### config.mk
export PLATFORM = sky130hd
export DESIGN_NAME = mem_stage
export DESIGN_NICKNAME = d
export VERILOG_FILES = /design/src/rtl/mem_stage.sv
export SDC_FILE = /design/constraint.sdc
export NUM_CORES = 1
export LEC_CHECK = 0
export ABC_AREA = 1
export CAP_MARGIN = 10
export CORE_ASPECT_RATIO = 1.75
export CORE_MARGIN = 5
export CORE_UTILIZATION = 38
export CTS_CLUSTER_DIAMETER = 200
export DETAILED_ROUTE_END_ITERATION = 7
export PLACE_DENSITY = 0.88
export SYNTH_ARGS = -nofsm -noshare
export SYNTH_HDL_FRONTEND = slang
export SYNTH_SLANG_ARGS = --single-unit
### constraint.sdc
create_clock -name clk -period 2.95 [get_ports clk]
set_input_delay 0.295 -clock clk [delete_from_list [all_inputs] [get_ports clk]]
set_output_delay 0.295 -clock clk [all_outputs]
set_load 0.01 [all_outputs]
### src/rtl/mem_stage.sv
// mem_stage: MIPS memory-access stage between the EX/MEM and MEM/WB latches.
// Issues byte-lane requests on a variable-latency data-memory handshake,
// aligns and extends load data, flags misaligned accesses and stalls the
// upstream pipeline while an access is outstanding.

package mem_stage_pkg;
  localparam int DATA_WIDTH     = 32;
  localparam int REG_ADDR_WIDTH = 5;

  localparam logic [1:0] SIZE_BYTE = 2'b00;
  localparam logic [1:0] SIZE_HALF = 2'b01;
endpackage

module mem_stage
  import mem_stage_pkg::*;
(
  input  logic                      clk,
  input  logic                      reset,
  // From EX/MEM
  input  logic [DATA_WIDTH-1:0]     alu_result_in,
  input  logic [DATA_WIDTH-1:0]     write_data_in,
  input  logic [REG_ADDR_WIDTH-1:0] write_register_in,
  input  logic                      reg_write_in,
  input  logic                      mem_to_reg_in,
  input  logic                      mem_read_in,
  input  logic                      mem_write_in,
  input  logic [1:0]                mem_size_in,
  input  logic                      mem_unsigned_in,
  // Data-memory handshake
  output logic                      dmem_req,
  output logic                      dmem_we,
  output logic [DATA_WIDTH-1:0]     dmem_addr,
  output logic [DATA_WIDTH-1:0]     dmem_wdata,
  output logic [3:0]                dmem_be,
  input  logic                      dmem_ack,
  input  logic [DATA_WIDTH-1:0]     dmem_rdata,
  // To MEM/WB
  output logic [DATA_WIDTH-1:0]     alu_result_out,
  output logic [REG_ADDR_WIDTH-1:0] write_register_out,
  output logic                      mem_to_reg_out,
  output logic [DATA_WIDTH-1:0]     read_data_out,
  output logic                      reg_write_out,
  // Pipeline control
  output logic                      stall_out,
  output logic                      misaligned_out
);

  typedef enum logic [1:0] {
    S_IDLE = 2'b00,
    S_WAIT = 2'b01,
    S_DONE = 2'b10
  } state_t;

  state_t                state_q, state_d;
  logic [DATA_WIDTH-1:0] rdata_q;

  // Access decode
  logic       is_byte, is_half, is_word;
  logic [1:0] byte_off;
  logic       mem_access;
  logic       misaligned;
  logic       mem_op;

  assign is_byte    = (mem_size_in == SIZE_BYTE);
  assign is_half    = (mem_size_in == SIZE_HALF);
  assign is_word    = mem_size_in[1];           // 10 and 11 both mean word
  assign byte_off   = alu_result_in[1:0];
  assign mem_access = mem_read_in | mem_write_in;
  assign misaligned = mem_access & ((is_half & byte_off[0]) |
                                    (is_word & (byte_off != 2'b00)));
  assign mem_op     = mem_access & ~misaligned;

  // Handshake / control strobes from the FSM
  logic req_c, stall_c, capture_c, done_c;

  // Lane-replicated store data and byte enables for the current access
  logic [DATA_WIDTH-1:0] lane_wdata;
  logic [3:0]            lane_be;

  // Lane data, byte/half selection and extension of the captured word
  logic [7:0]            rd_byte [4];
  logic [7:0]            sel_byte;
  logic [15:0]           sel_half;
  logic [DATA_WIDTH-1:0] load_ext;

  // State register; reset drops any access in flight
  always_ff @(posedge clk) begin
    if (reset) begin
      state_q <= S_IDLE;
    end else begin
      state_q <= state_d;
    end
  end

  // Read-data capture on an accepted acknowledge
  always_ff @(posedge clk) begin
    if (reset) begin
      rdata_q <= '0;
    end else if (capture_c) begin
      rdata_q <= dmem_rdata;
    end
  end

  // Next-state and handshake control; acks with no request outstanding are ignored
  always_comb begin
    state_d   = state_q;
    req_c     = 1'b0;
    stall_c   = 1'b0;
    capture_c = 1'b0;
    done_c    = 1'b0;
    case (state_q)
      S_IDLE: begin
        if (mem_op) begin
          req_c   = 1'b1;
          stall_c = 1'b1;
          if (dmem_ack) begin
            capture_c = 1'b1;
            state_d   = S_DONE;
          end else begin
            state_d   = S_WAIT;
          end
        end
      end
      S_WAIT: begin
        req_c   = 1'b1;
        stall_c = 1'b1;
        if (dmem_ack) begin
          capture_c = 1'b1;
          state_d   = S_DONE;
        end
      end
      S_DONE: begin
        // EX/MEM advances at the end of this cycle; never reissue
        done_c  = 1'b1;
        state_d = S_IDLE;
      end
      default: begin
        state_d = S_IDLE;
      end
    endcase
    // During reset the stage looks like an idle, non-memory instruction
    if (reset) begin
      req_c     = 1'b0;
      stall_c   = 1'b0;
      capture_c = 1'b0;
      done_c    = 1'b0;
    end
  end

  // Store lane steering: replicate data across lanes, enable only the touched bytes
  always_comb begin
    lane_wdata = write_data_in;
    lane_be    = 4'b1111;
    if (is_byte) begin
      lane_wdata = {4{write_data_in[7:0]}};
      lane_be    = 4'b0001 << byte_off;
    end else if (is_half) begin
      lane_wdata = {2{write_data_in[15:0]}};
      lane_be    = byte_off[1] ? 4'b1100 : 4'b0011;
    end
  end

  // Split the captured word into little-endian byte lanes
  for (genvar gi = 0; gi < 4; gi++) begin : g_rd_lane
    assign rd_byte[gi] = rdata_q[8*gi +: 8];
  end

  // Load alignment and sign/zero extension from the captured word
  always_comb begin
    sel_byte = rd_byte[byte_off];
    sel_half = byte_off[1] ? rdata_q[31:16] : rdata_q[15:0];
    load_ext = rdata_q;
    if (is_byte) begin
      load_ext = {{24{~mem_unsigned_in & sel_byte[7]}}, sel_byte};
    end else if (is_half) begin
      load_ext = {{16{~mem_unsigned_in & sel_half[15]}}, sel_half};
    end
  end

  // Memory interface; address and lanes follow the held EX/MEM inputs
  assign dmem_req   = req_c;
  assign dmem_we    = req_c & mem_write_in;
  assign dmem_addr  = {alu_result_in[DATA_WIDTH-1:2], 2'b00};
  assign dmem_wdata = lane_wdata;
  assign dmem_be    = req_c ? lane_be : 4'b0000;

  // MEM/WB side: bubble while stalled, suppress writeback for misaligned accesses
  assign alu_result_out     = alu_result_in;
  assign write_register_out = write_register_in;
  assign mem_to_reg_out     = mem_to_reg_in;
  assign read_data_out      = done_c ? load_ext : '0;
  assign reg_write_out      = ~stall_c & reg_write_in & ~misaligned;
  assign stall_out          = stall_c;
  assign misaligned_out     = misaligned;

endmodule

==> metrics.cfg, run 1 <==
[yosys]
synth_area_leader_cell=nand2_1
yosys-mux-area-fraction_pct=0
synth-main-ff-cell=dfxtp_1
synthAdderAreaFrac_pct=0
synth_cells=630
yosysTopAreaCellShare_pct=20.6
ys_types=24
synth_simple_gate_area_share_pct=38.0
synth.area.top_cells=nand2_1 (21%), dfxtp_1 (19%), buf_4 (17%)
yosys-top-cells-count=nand2_1 (192), inv_1 (114), buf_4 (81)
async_reset_ff_share_pct=0
synth_compound_area_share_pct=8.42
synth_top_family_by_area=simple AND/OR/NAND/NOR gates
ys_seq_area_share_pct=19.4
synth_warnings=0
syn_area_um2=3510
synthXorXnorAreaFrac_pct=0
synth_edf_count=0
ys_seq_elements=34
synth.most_common_cell=nand2_1
syn_area_per_cell_um2=5.56

[placed_design]
io_buffer_count=149
hpwl_um=9880
place_congestion=0.956

[clock_network]
clockBufferDepth=2
path_clk_slew_ns=0.05
post-cts-setup-buffer-count=0
numClockSinks=34
root_buffer=clkbuf_16
numCtsBuffers=5
htree_levels=2
worst_skew_pair.late_latency_ns=0.28
cts_hold_buf=0
cts_tree=done
cts_resized=0

[global_routing]
grt_overflow=0
grt_max_degree=34
first_global_vias=3788
grt_pass1_wl_um=18500
antenna_found_initial=0
grtUsageTotal_pct=21.0

[power]
power_w=0.00159
vdd_drop_max_mv=0.219
power.density_nw_per_um2=339
p_leak_nw=2.31

[detailed_routing]
first_pass_iters=4
via_count=3966
met3_length_um=1380
drtIter0Drc=244
wl_met2_um=6020
routed.top_layer=met4
wl_per_cell_um=14.8
met1_length_um=3680
drc_errors=0
viasPerCell=4.87
drtAntennaViolNets=0
totalWireLength_um=12000

[final_layout]
insertedDiodeCount=0
area_growth_syn_to_layout_pct=33.4
drive_gt1_share_pct=5.48
layout.nets=804

[status]
status=finished clean

[timing]
worstMarginPinSlew_ns=0.656
finalCritPeriodShare_pct=92.9
fin_skew_ns=0.00472
rsz0062_at_grt=false
period_needed_ns=2.74
relSlewSlack_pct=56.1
slew_viol_final=0
finalSetupViolations=0
fin_setup_tns_ns=0
max_freq_ghz=0.365
hold_viol=0

[worst_setup_path]
crit_arrival_ns=2.45
crit_path_start_kind=input pin
cp-end-kind=output pin
path_max_fanout=9
cp.required_ns=2.65
crit_type=in2out

[die]
start_util_pct=38.8
die-area_um2=11300
core_area_um2=9040
dieWidth_um=82.6
placementRows=46
io_pins=254
fp.dieH_um=137

[job]
cap_violations=0

[worst_hold_path]
hold_path.class=reg2reg

## sequential cells by signal, summed over array words and instances (netlist names)
name     cells
rdata_q     32
state_q      2
## final cells by class
class	instances	area (um2)
sequential	34	681
inverter	118	443
timing repair buffer	166	1620
multi-input combinational	368	1640
clock buffer	7	143
fill	892	4360
clock inverter	1	5.00
tap	120	150
## cells in the final DEF, fill, tap and decap left out, types with 11 or more instances in the layout
master and instances:
nand4_1 33, dfxtp_1 34, buf_4 17, a21oi_1 12, nand2_1 192, nand3_1 21, inv_1 114, nor2_1 61
o22ai_1 11, clkdlybuf4s50_1 149
## worst max-delay path, cell delays in order
cell             delay (ns)
clkdlybuf4s50_1        0.45
buf_4                  0.19
nor2_1                 0.13
nor2_1                 0.10
nor2_2                 0.27
nand2_1                0.09
a31oi_1                0.30
clkdlybuf4s50_1        0.60
## where the power goes
group          leakage [nW]  switching [W]  internal [W]
sequential            0.278      0.0000139      0.000489
combinational          1.96       0.000291      0.000273
clock                0.0739       0.000186      0.000334
## metal layers
layer  GRT usage [%]  vias up
met3            4.61       95
met2            38.9      202
li1                -     1957
met5               0        -
met1            18.6     1712
met4            16.3        0
## cells by family (layout without fill, tap and decap cells)
kind of cell / after synthesis / count (layout)
flops: 34 / 34
other cells: 1 / 2
buf+inv: 229 / 292
simple gates: 317 / 317
compound gates: 49 / 49
## per-stage QoR
step | instances | util, % | instance area, um2 | setup WS [ns] | hold slack, ns
floorplan | 631 | - | 3510 | 1.40 | 0.486
global placement | 806 | 50.1 | 4530 | 0.196 | 0.498
detailed placement | 806 | 50.1 | 4530 | 0.211 | 0.499
CTS | 814 | 51.8 | 4680 | 0.207 | 0.509
global route | 814 | 51.8 | 4680 | 0.0424 | 0.532
finish | 814 | 51.8 | 4680 | 0.208 | 0.512
## path summary, 6_finish.rpt
check                         from                to  slack (ns)  cells after the start
setup reg to reg        state_q[1]       rdata_q[18]        1.43                      6
hold / removal          rdata_q[1]        rdata_q[1]        0.51                      4
setup / recovery  alu_result_in[1]  read_data_out[1]        0.21                      8
hold reg to reg         rdata_q[1]        rdata_q[1]        0.51                      4
No activity file was read; power rests on OpenSTA's default activity.
==> inputs of run 2 (changes only) <==
- GPL_TIMING_DRIVEN: not set -> 0
==> run 2 against run 1 <==
Against the previous run: power up 14%; core utilization up 14 points; clock power up 3%; setup slack worse by 0.064 ns; via count up 15%; sequential power about the same.
==> metrics.cfg, run 2 (synthesis results as in run 1) <==
[final_layout]
insertedDiodeCount=0  ; unchanged
multiInputGateArea_um2=1640  ; +0.38%
area_growth_syn_to_layout_pct=69.7
largestRegisters=rdata_q (32), state_q (2)
drive_gt1_share_pct=13.3  ; +7.8 points
largest_register_ffs=32  ; unchanged
fill_cells=827  ; -7.3%
mostFrequentLayoutCell=clkdlybuf4s50_1
final_cell_mix=clkdlybuf4s50_1 (213), nand2_1 (192), inv_1 (114)
register_area_um2=681  ; unchanged
top_register=rdata_q
layout.nets=962  ; +20%

[worst_setup_path]
cpMaxStageDelayCell=clkdlybuf4s50_1
crit_arrival_ns=2.51  ; +0.06 ns
crit_top_cell=nand2_1
worstPathCellList=clkdlybuf4s50_1 -> inv_2 -> nand2_2 -> nand2_1 -> nand2_1 -> nand2_2 -> nand2_1 -> nor3_1 -> clkdlybuf4s50_1
crit_path_start_kind=input pin
timing.critical_path.buf_inv=3  ; unchanged
crit_type=in2out
cp-end-kind=output pin
critPathMaxStageDelay_ns=0.62  ; +0.02 ns
cp.required_ns=2.65  ; about the same
path_max_fanout=9  ; unchanged
cpLargestDelayFamily=buffers and inverters

[power]
vdd_drop_max_mv=0.294  ; +34%
power_w=0.00181  ; +14%
power.density_nw_per_um2=304  ; -10%
p_leak_nw=2.95  ; +27%

[timing]
fin_setup_tns_ns=0  ; unchanged
slew_viol_final=0  ; unchanged
worstMarginPinSlew_ns=0.580  ; -0.0762 ns
period_needed_ns=2.81  ; +0.0640 ns
finalSetupViolations=0  ; unchanged
rsz0062_at_grt=false
hold_viol=0  ; unchanged
max_freq_ghz=0.356  ; -2.3%
relSlewSlack_pct=61.2  ; +5.1 points
fin_skew_ns=0.0103  ; +0.00554 ns
finalCritPeriodShare_pct=95.1  ; +2.2 points

[global_routing]
grt_pass1_wl_um=21000  ; +13%
grtUsageTotal_pct=24.3  ; +3.3 points
grt_overflow=0  ; unchanged
first_global_vias=4682  ; +24%
antenna_found_initial=0  ; unchanged
grt_max_degree=11  ; -68%

[die]
fp.dieH_um=137  ; unchanged
dieWidth_um=82.6  ; unchanged
core_area_um2=9040  ; unchanged
die-area_um2=11300  ; unchanged
start_util_pct=38.8  ; unchanged
placementRows=46  ; unchanged
io_pins=254  ; unchanged

[detailed_routing]
drtIter0Drc=217  ; -11%
viasPerCell=4.69  ; -3.8%
drc_errors=0  ; unchanged
first_pass_iters=4  ; unchanged
via_count=4558  ; +15%
wl_per_cell_um=14.4  ; -2.6%
totalWireLength_um=14000  ; +16%
drtAntennaViolNets=0  ; unchanged

[placed_design]
io_buffer_count=213  ; +43%
hpwl_um=12100  ; +23%
place_congestion=0.968  ; +1.3%

[worst_hold_path]
hold_path.class=reg2reg

[clock_network]
numCtsBuffers=5  ; unchanged
htree_levels=2  ; unchanged
clockBufferDepth=2  ; unchanged
path_clk_slew_ns=0.05  ; about the same
root_buffer=clkbuf_16
worst_skew_pair.late_latency_ns=0.29  ; about the same
numClockSinks=34  ; unchanged
cts_tree=done

[status]
status=finished clean

[job]
cap_violations=0  ; unchanged

-- run 2: final timing paths --
path | endpoint | cells after the start | startpoint | slack (ns)
max | dmem_be[0] | 9 | mem_size_in[1] | 0.14
min | rdata_q[4] | 4 | rdata_q[4] | 0.51
max reg2reg | rdata_q[27] | 5 | state_q[1] | 1.34
min reg2reg | rdata_q[4] | 4 | rdata_q[4] | 0.51
-- run 2: area by class of cell --
cell class | instances | share of cell area, %
buffer | 111 | 12.7
clock buffer | 7 | 2.40
inverter | 118 | 7.44
timing repair buffer | 213 | 35.8
clock inverter | 1 | 0.0841
tap | 120 | 2.52
sequential | 34 | 11.4
multi-input combinational | 368 | 27.6
-- run 2: what timing repair did --
action	4_1_cts	5_1_grt
hold buffers	0	0
setup buffers	0	0
endpoints found under the setup margin	0	7
endpoints found under the hold margin	0	0
gates resized for setup	0	4
-- run 2: routing by layer --
layer  vias to the layer above  global-route usage [%]  wire length, um
li1                       2282                       -                -
met1                      1960                    18.5             4150
met2                       271                    46.8             7400
met3                        45                    9.22             1660
met4                         0                    16.5              758
met5                         -                       0                0
-- run 2: tightest hold or removal path, delay by kind of cell, from the launching register on --
family / cells / cell delay (ns)
flip-flops: 1 / 0.30
AND/OR/NAND/NOR: 2 / 0.07
buffers and inverters: 2 / 0.09
-- run 2: power breakdown --
part / switching, W / internal [W] / leakage, nW
Combinational: 0.000357 / 0.000413 / 2.59
Clock: 0.000203 / 0.000335 / 0.0739
Sequential: 0.0000148 / 0.000489 / 0.278
-- run 2: through the flow --
step           hold WS (ns)  instance area [um2]  setup slack [ns]  util (%)  cells
4_1_cts               0.508                 5940            0.0168      65.7    972
5_1_grt               0.558                 5950           0.00520      65.8    972
6_report              0.509                 5950             0.144      65.8    972
2_1_floorplan         0.486                 3510              1.40         -    631
3_3_place_gp          0.500                 5790            0.0376      64.1    964
3_5_place_dp          0.497                 5790            0.0226      64.1    964
